[config.mk]
export PLATFORM = sky130hd
export DESIGN_NAME = bht_counter_table
export DESIGN_NICKNAME = d
export VERILOG_FILES = /design/src/rtl/bht_counter_table.sv
export SDC_FILE = /design/constraint.sdc
export NUM_CORES = 1
export LEC_CHECK = 0
export ABC_CLOCK_PERIOD_IN_PS = 32600
export BUFFER_PORTS_ARGS = -buffer_cell sky130_fd_sc_hd__clkbuf_2
export CORE_ASPECT_RATIO = 1.75
export CORE_UTILIZATION = 40
export CTS_BUF_LIST = sky130_fd_sc_hd__clkbuf_2
export CTS_CLUSTER_DIAMETER = 150
export CTS_CLUSTER_SIZE = 30
export DETAILED_ROUTE_END_ITERATION = 16
export SYNTH_ARGS = -nofsm -noshare
export SYNTH_HDL_FRONTEND = slang
export SYNTH_SLANG_ARGS = --single-unit
[constraint.sdc]
create_clock -name clk -period 32.6 [get_ports clk]
set_clock_uncertainty 0.2 [all_clocks]
set_input_delay 6.52 -clock clk [delete_from_list [all_inputs] [get_ports clk]]
set_output_delay 6.52 -clock clk [all_outputs]
set_load 0.03 [all_outputs]
[src/rtl/bht_counter_table.sv]
// Branch-history table of saturating prediction counters.
// Owns counter read-modify-write on update, write-first bypass to the
// predict port, and a one-entry-per-cycle initialisation sweep after reset
// or flush.
//
// Handshake: a request (pred_valid or upd_valid) is accepted on a rising
// edge only when ready=1 and flush=0 in that cycle; otherwise it is
// silently dropped. An accepted lookup returns pred_ctr/pred_taken with
// pred_out_valid=1 exactly one cycle later; there is no back-pressure on
// the result.
module bht_counter_table #(
    parameter int CTR_WIDTH   = 2,
    parameter int INDEX_WIDTH = 8,
    parameter int INIT_VALUE  = 1
) (
    input  logic                   clk,
    input  logic                   rst_n,
    input  logic                   flush,
    input  logic                   pred_valid,
    input  logic [INDEX_WIDTH-1:0] pred_index,
    input  logic                   upd_valid,
    input  logic [INDEX_WIDTH-1:0] upd_index,
    input  logic                   upd_taken,
    output logic                   ready,
    output logic                   pred_out_valid,
    output logic [CTR_WIDTH-1:0]   pred_ctr,
    output logic                   pred_taken,
    output logic                   init_busy
);

    localparam int                     DEPTH    = 2 ** INDEX_WIDTH;
    localparam logic [CTR_WIDTH-1:0]   CTR_MAX  = '1;
    localparam logic [CTR_WIDTH-1:0]   INIT_CTR = CTR_WIDTH'(INIT_VALUE);
    localparam logic [INDEX_WIDTH-1:0] LAST_IDX = '1;

    typedef enum logic {
        ST_INIT  = 1'b0,
        ST_READY = 1'b1
    } state_t;

    state_t                 state;
    logic [INDEX_WIDTH-1:0] init_ptr;
    logic [CTR_WIDTH-1:0]   mem [DEPTH];

    logic                   upd_fire;
    logic                   pred_fire;
    logic [CTR_WIDTH-1:0]   upd_old;
    logic [CTR_WIDTH-1:0]   upd_new;
    logic [CTR_WIDTH-1:0]   pred_rd;

    // A flush in READY cancels everything else issued in the same cycle.
    assign upd_fire  = (state == ST_READY) && upd_valid  && !flush;
    assign pred_fire = (state == ST_READY) && pred_valid && !flush;

    assign upd_old = mem[upd_index];

    // Saturating increment/decrement of the counter being updated.
    always_comb begin
        upd_new = upd_old;
        if (upd_taken) begin
            if (upd_old != CTR_MAX) upd_new = upd_old + 1'b1;
        end else begin
            if (upd_old != '0) upd_new = upd_old - 1'b1;
        end
    end

    // Write-first read: a same-index update in this cycle is visible to the lookup.
    always_comb begin
        pred_rd = mem[pred_index];
        if (upd_fire && (upd_index == pred_index)) pred_rd = upd_new;
    end

    // Counter storage: sweep writes during INIT, resolved updates during READY.
    always_ff @(posedge clk) begin
        if (state == ST_INIT) begin
            mem[init_ptr] <= INIT_CTR;
        end else if (upd_fire) begin
            mem[upd_index] <= upd_new;
        end
    end

    // Control FSM: sweep pointer, state and registered lookup result.
    always_ff @(posedge clk or negedge rst_n) begin
        if (!rst_n) begin
            state          <= ST_INIT;
            init_ptr       <= '0;
            pred_out_valid <= 1'b0;
            pred_ctr       <= '0;
        end else begin
            pred_out_valid <= 1'b0;
            case (state)
                ST_INIT: begin
                    if (flush) begin
                        init_ptr <= '0;
                    end else begin
                        init_ptr <= init_ptr + 1'b1;
                        if (init_ptr == LAST_IDX) state <= ST_READY;
                    end
                end
                ST_READY: begin
                    if (flush) begin
                        state    <= ST_INIT;
                        init_ptr <= '0;
                    end else if (pred_fire) begin
                        pred_out_valid <= 1'b1;
                        pred_ctr       <= pred_rd;
                    end
                end
                default: begin
                    state    <= ST_INIT;
                    init_ptr <= '0;
                end
            endcase
        end
    end

    assign ready      = (state == ST_READY);
    assign init_busy  = ~ready;
    assign pred_taken = pred_ctr[CTR_WIDTH-1];

endmodule

==> results of run 1 <==
-- power by group through the flow --
stage / logic [uW] / clock network [uW] / registers (uW)
2_1_floorplan: 65.5 / 0 / 744
3_3_place_gp: 99.9 / 0 / 744
3_5_place_dp: 99.9 / 0 / 744
4_1_cts: 100 / 219 / 731
5_1_grt: 104 / 235 / 732
6_report: 100 / 213 / 731
-- worst min-delay path by stage --
stage | from | end | slack, ns | cells after the start
floorplan | init_ptr[6]$_DFFE_PN0N_ | init_ptr[6]$_DFFE_PN0N_ | 0.32 | 2
global placement | pred_ctr[0]$_DFFE_PN0P_ | pred_ctr[0]$_DFFE_PN0P_ | 0.30 | 1
detailed placement | pred_ctr[0]$_DFFE_PN0P_ | pred_ctr[0]$_DFFE_PN0P_ | 0.32 | 1
CTS | pred_ctr[0]$_DFFE_PN0P_ | pred_ctr[0]$_DFFE_PN0P_ | 0.40 | 1
global route | pred_ctr[0]$_DFFE_PN0P_ | pred_ctr[0]$_DFFE_PN0P_ | 0.42 | 1
finish | pred_ctr[0]$_DFFE_PN0P_ | pred_ctr[0]$_DFFE_PN0P_ | 0.39 | 1
-- layer usage --
layer  up-vias  track usage, %  share of wire (%)
li1       6135               -                  -
met1      7832            25.3                 33
met2       610            42.5                 54
met3       205            2.67                5.7
met4         4            16.0                8.0
met5         -               0              0.034
-- through the flow --
stage          instances  power (uW)  instance area (sq um)
2_1_floorplan       1539         810                  25900
3_3_place_gp        2281         844                  26700
3_5_place_dp        2281         844                  26700
4_1_cts             2310        1050                  26900
5_1_grt             2311        1070                  26900
6_report            2312        1040                  26900
-- cell families after synthesis --
kind of cell | share of synthesized area [%]
buffers and inverters | 2.35
multiplexers | 26.6
XOR/XNOR | 0.474
adder cells (fa/ha/maj) | 0.0484
AO/OA/AOI/OAI | 3.22
flip-flops | 60.6
AND/OR/NAND/NOR | 6.67
-- registers in the layout, summed over array words and instances (netlist names) --
signal,cells
init_ptr,8
mem,512
pred_ctr,2
pred_out_valid,1
ready,1
-- area by class of cell --
cell class | instances | area share (%)
clock buffer | 28 | 0.521
tap | 812 | 3.78
antenna | 2 | 0.0186
clock inverter | 1 | 0.0605
sequential | 524 | 58.3
inverter | 3 | 0.0419
multi-input combinational | 881 | 35.8
timing repair buffer | 61 | 1.57
-- cells in the final DEF, fill, tap and decap left out, types with 6 or more instances in the layout --
cell type  instances
nand3_1           19
nor2b_1           11
mux4_2           282
edfxtp_1         512
o221ai_1          12
nor2_1           280
mux2_2             6
clkbuf_2          50
a21oi_1           22
nand2_1           61
mux2i_1           46
a22oi_1           19
xnor2_1            6
buf_4             34
a221oi_1           7
dfrtp_1           12
o22ai_1           13
xor2_1             8
nand2b_1           7
a22o_1             7
==> out/summary.txt, run 1 <==
Pre-CTS WS - 19.83 ns
Worst Reg-to-Reg Cells - 9
FFs w/ async S/R, synth - 2.29%
Cts bufs inserted - 21
DP Wirelength - 49700 um
Synth Register Bits - 524
CTS clk-pin slew, worst paths - 0.55 ns
Data arrival time of the worst path - 12.19 ns
# clock sinks - 524
Clk network pwr share - 20.4%
Maximum VDD drop - 0.0000218 V
Fill cell count - 5731
Final hold slack - 0.387 ns
Port bufs - 27
Post-Syn Area - 25900 sq um
First-pass DRT Iterations - 12
Global route overflow - 0
Initial drt markers - 1410
Multi-input gate area - 9620 sq um
Yosys warnings - 0
CP endpoint kind - flip-flop
Fmax - 86.3 MHz
Most frequent cell after synthesis - edfxtp_1
Worst-path cell chain - buf_8, buf_4, mux4_2, a22o_1, a221oi_1, o22ai_1, o22ai_1, o32a_1, a21oi_1, o21ai_4, buf_4
Die width - 194 um
Worst-case clock buffer depth - 3
H-tree levels - 1
Slew Viols, Final - 0
Minimum clock period - 11.58 ns
Cell taking the most area after synthesis - edfxtp_1
Bufs and invs on worst path - 3
DRC Markers - 4
Failing checks - design-rule violations
Slew margin rel. - 20.9%
Num ports - 28
RSZ-0062 raised after global routing - false
Element type at the critical path start - primary input
Die Ht - 338 um
R2r setup slk - 27.39 ns
Psw - 252 uW
Hold Violations, Final - 0
PwrDens - 38.8 nW/um^2
Post-layout util - 42.0%
Post-Synthesis Cells - 1539
Vias in the first global route - 16100
WL per Instance - 32.7 um
Max incr delay on CP - 1.02 ns
Final setup viols - 0
Pleak - 0.00879 uW
Crit Path Max Fanout - 124
CTS Root Cell - clkbuf_2
CP Depth - 11
Syn Nets - 1562
Area contributors post-synth - edfxtp_1 59%, mux4_2 25%, nor2_1 4.1%
Reg2reg end - mem[67][0]$_DFFE_PP_
Hold Buf Count CTS - 0
Area grow syn2layout - 4.07%
Ys flop type - edfxtp_1
Min-Delay Path Class - reg -> reg
Cell row count - 123
Vias per std cell - 6.40
Cts repair resizes - 0
Sum Neg Setup Slack - 0 ns
Max-Cap Viols - 0
CTS tree - done
WP data required - 33.21 ns
Post-synth top cells - 512 x edfxtp_1, 282 x mux4_2, 281 x nor2_1
Net Sw Frac - 24.1%
Post-synth top area share - 59.5%
Internal power - 792 uW
Worst-Skew Late Latency - 1.18 ns
Mean Syn Cell Area - 16.8 sq um
Delay-heaviest family, CP - compound AO/OA/AOI/OAI gates
GRT Overall Usage - 23.3%
Initial Util - 40.4%
CP max-delay cell - buf_4
Worst setup margin - 21.02 ns
CP endpoint - mem[67][0]$_DFFE_PP_
Final Cycle Share - 35.5%
Initial antenna violation count - 3
Worst-margin pin slew - 1.19 ns
Post-DRT Antenna Nets - 0
Share of cells above drive strength 1 - 26.2%
Post-synthesis sequential area ratio - 60.6%
Setup crit start - upd_index[0]
Post-CTS Setup Bufs - 0
Nets - 1515
EDFF count, synth - 512
Core Region - 64000 sq um
Largest net degree at the start of global routing - 125
Status - finished with violations
Reg2reg start - mem[251][0]$_DFFE_PP_
Via count - 14800
Gate power share - 9.6%
Die area - 65700 sq um
Seq pwr share - 70.0%
Synth cell types - 57
GPL Wtd Cong - 0.914
Final wirelength - 75500 um
First-pass GRT wire length - 110000 um
Critical setup path kind - in -> reg
Register area - 15700 sq um
No activity file was read; power rests on OpenSTA's default activity.
==> run 2, diff against run 1 <==
- ABC_CLOCK_PERIOD_IN_PS: 32600 -> 11450
- clock period: 32.6 -> 11.45 ns (I/O delays scaled with it)
==> run 2 against run 1 <==
- the run still ends with design-rule violations left
- sequential share of layout area about the same
- die area did not move
- core utilization about the same
- clock power grew to 2.9 times the previous value
- worst hold slack gained 0.011 ns
- global-route usage about the same
- total power increased to 2.9 times the previous value
- cell area about the same
- combinational power rose to 2.9 times the previous value
- largest power group unchanged
==> out/summary.txt, run 2 (synthesis gave the netlist of run 1 again) <==
Fmax - 145 MHz
H-tree levels - 1 (unchanged)
Number of flip-flops in the largest register - 512 (unchanged)
Pre-CTS WS - 3.43 ns (-16.40 ns)
Element type at the critical path start - primary input
CP endpoint kind - flip-flop
Share of cells above drive strength 1 - 26.0% (-0.15 points)
Min-Delay Path Class - reg -> reg
Worst-case clock buffer depth - 3 (unchanged)
Vias per std cell - 6.45 (+0.78%)
Initial antenna violation count - 3 (unchanged)
Critical setup path kind - in -> reg
Cell area after layout - 26900 sq um (about the same)
Placed Cells - 2282 (+0.044%)
Largest reg by FF count - mem
Cell row count - 123 (unchanged)
Worst-path cell chain - buf_6, buf_4, mux4_2, a22o_1, a221oi_1, o22ai_1, o22ai_1, o32a_1, a21oi_1, o21ai_4, buf_4
GRT Overall Usage - 23.3% (about the same)
Initial Util - 40.4% (unchanged)
Global route overflow - 0 (unchanged)
DRC Markers - 4 (unchanged)
Post-DRT Antenna Nets - 0 (unchanged)
Die area - 65700 sq um (unchanged)
DP Wirelength - 49900 um (+0.59%)
Final Cycle Share - 60.4%
Core Region - 64000 sq um (unchanged)
Num ports - 28 (unchanged)
Largest net degree at the start of global routing - 129 (+3.2%)
First-pass DRT Iterations - 13 (+1)
Most frequent cells in the layout - 512 x edfxtp_1, 282 x mux4_2, 280 x nor2_1
Finished Layout Cells - 2314 (+0.087%)
Most common cell after layout, fill and taps aside - edfxtp_1
Port bufs - 27 (unchanged)
Placed instance area - 26800 sq um (about the same)
Maximum VDD drop - 0.0000576 V (+160%)
Sum Neg Setup Slack - 0 ns (unchanged)
Final setup viols - 0 (unchanged)
Hold Buf Count CTS - 0 (unchanged)
# clock sinks - 524 (unchanged)
Worst setup margin - 4.53 ns (-16.48 ns)
RSZ-0062 raised after global routing - false
Post-CTS Setup Bufs - 0 (unchanged)
GPL Wtd Cong - 0.918 (+0.42%)
Crit Path Max Fanout - 80 (-35%)
CP max-delay cell - o21ai_4
CTS Root Cell - clkbuf_2
Final hold slack - 0.398 ns (+0.0108 ns)
Slew Viols, Final - 0 (unchanged)
Die Ht - 338 um (unchanged)
Vias in the first global route - 15900 (-1.2%)
Worst-Skew Late Latency - 1.28 ns (+0.10 ns)
Via count - 14900 (+0.87%)
Failing checks - design-rule violations
Worst-margin pin slew - 1.38 ns (+0.189 ns)
Final wirelength - 76300 um (+1.1%)
Initial drt markers - 1362 (-3.4%)
PwrDens - 111 nW/um^2 (+190%)
Hold Violations, Final - 0 (unchanged)
Status - finished with violations
Max-Cap Viols - 0 (unchanged)
Area grow syn2layout - 4.15% (about the same)
WP data required - 12.13 ns (-21.08 ns)
Cts bufs inserted - 21 (unchanged)
Slew margin rel. - 7.53% (-13 points)
Fill cell count - 5692 (-0.68%)
Minimum clock period - 6.92 ns
First-pass GRT wire length - 110000 um (-0.44%)
Max incr delay on CP - 1.03 ns (about the same)
WL per Instance - 33.0 um (+0.97%)
Regs by FF count - mem x512, init_ptr x8, pred_ctr x2
Nets - 1516 (+0.066%)
Cts repair resizes - 0 (unchanged)
CTS clk-pin slew, worst paths - 0.55 ns (about the same)
Die width - 194 um (unchanged)
Pleak - 0.00881 uW (+0.16%)
Data arrival time of the worst path - 7.60 ns (-4.59 ns)
CTS tree - done
[run 2: cell count changes in the layout (fill, tap and decap cells not counted), sizes merged]
cell,previous run,this run
buf,38,39
diode,2,3
[run 2: worst paths after layout]
check	start	end	slack, ns	cells past startpoint
worst max-delay path	upd_index[1]	mem[30][0]$_DFFE_PP_	4.53	11
worst min-delay path	pred_ctr[0]$_DFFE_PN0P_	pred_ctr[0]$_DFFE_PN0P_	0.40	1
worst max register to register	mem[31][0]$_DFFE_PP_	mem[30][0]$_DFFE_PP_	6.40	9
worst min register to register	pred_ctr[0]$_DFFE_PN0P_	pred_ctr[0]$_DFFE_PN0P_	0.40	1
max in group asynchronous	rst_n	pred_out_valid$_DFF_PN0_	10.25	1
min in group asynchronous	rst_n	pred_ctr[0]$_DFFE_PN0P_	0.59	1
[run 2: worst max-delay path: cells and delay by family]
kind / cells / cell delay [ns]
compound gates: 7 / 2.42
buf+inv: 3 / 2.21
mux: 1 / 0.41
[run 2: stage by stage]
stage,utilization (%),power (uW)
after global placement,41.8,2400
after CTS,42.0,2990
after global routing,42.1,3060
final,42.1,2990
after detailed placement,41.8,2400
after floorplan,-,2310
[run 2: layout make-up]
| class | count | area, sq um | area share, % |
|---|---|---|---|
| clock inverter | 1 | 16.3 | 0.0604 |
| clock buffer | 28 | 140 | 0.520 |
| inverter | 3 | 11.3 | 0.0418 |
| antenna | 3 | 7.51 | 0.0279 |
| timing repair buffer | 62 | 454 | 1.69 |
| tap | 812 | 1020 | 3.77 |
| multi-input combinational | 881 | 9610 | 35.7 |
| sequential | 524 | 15700 | 58.2 |
[run 2: power by group]
group | switching (uW) | internal [uW] | leakage, uW
combinational | 176 | 112 | 0.00312
clock | 550 | 66.2 | 0.000124
sequential | 3.21 | 2080 | 0.00557
total | 729 | 2260 | 0.00881
[run 2: metal layers]
layer,track usage (%),vias up,part of all wire [%]
met5,0,-,0.024
met4,16.0,2,7.6
met3,3.10,212,5.8
met2,42.0,634,53
met1,25.4,7937,34
li1,-,6129,-
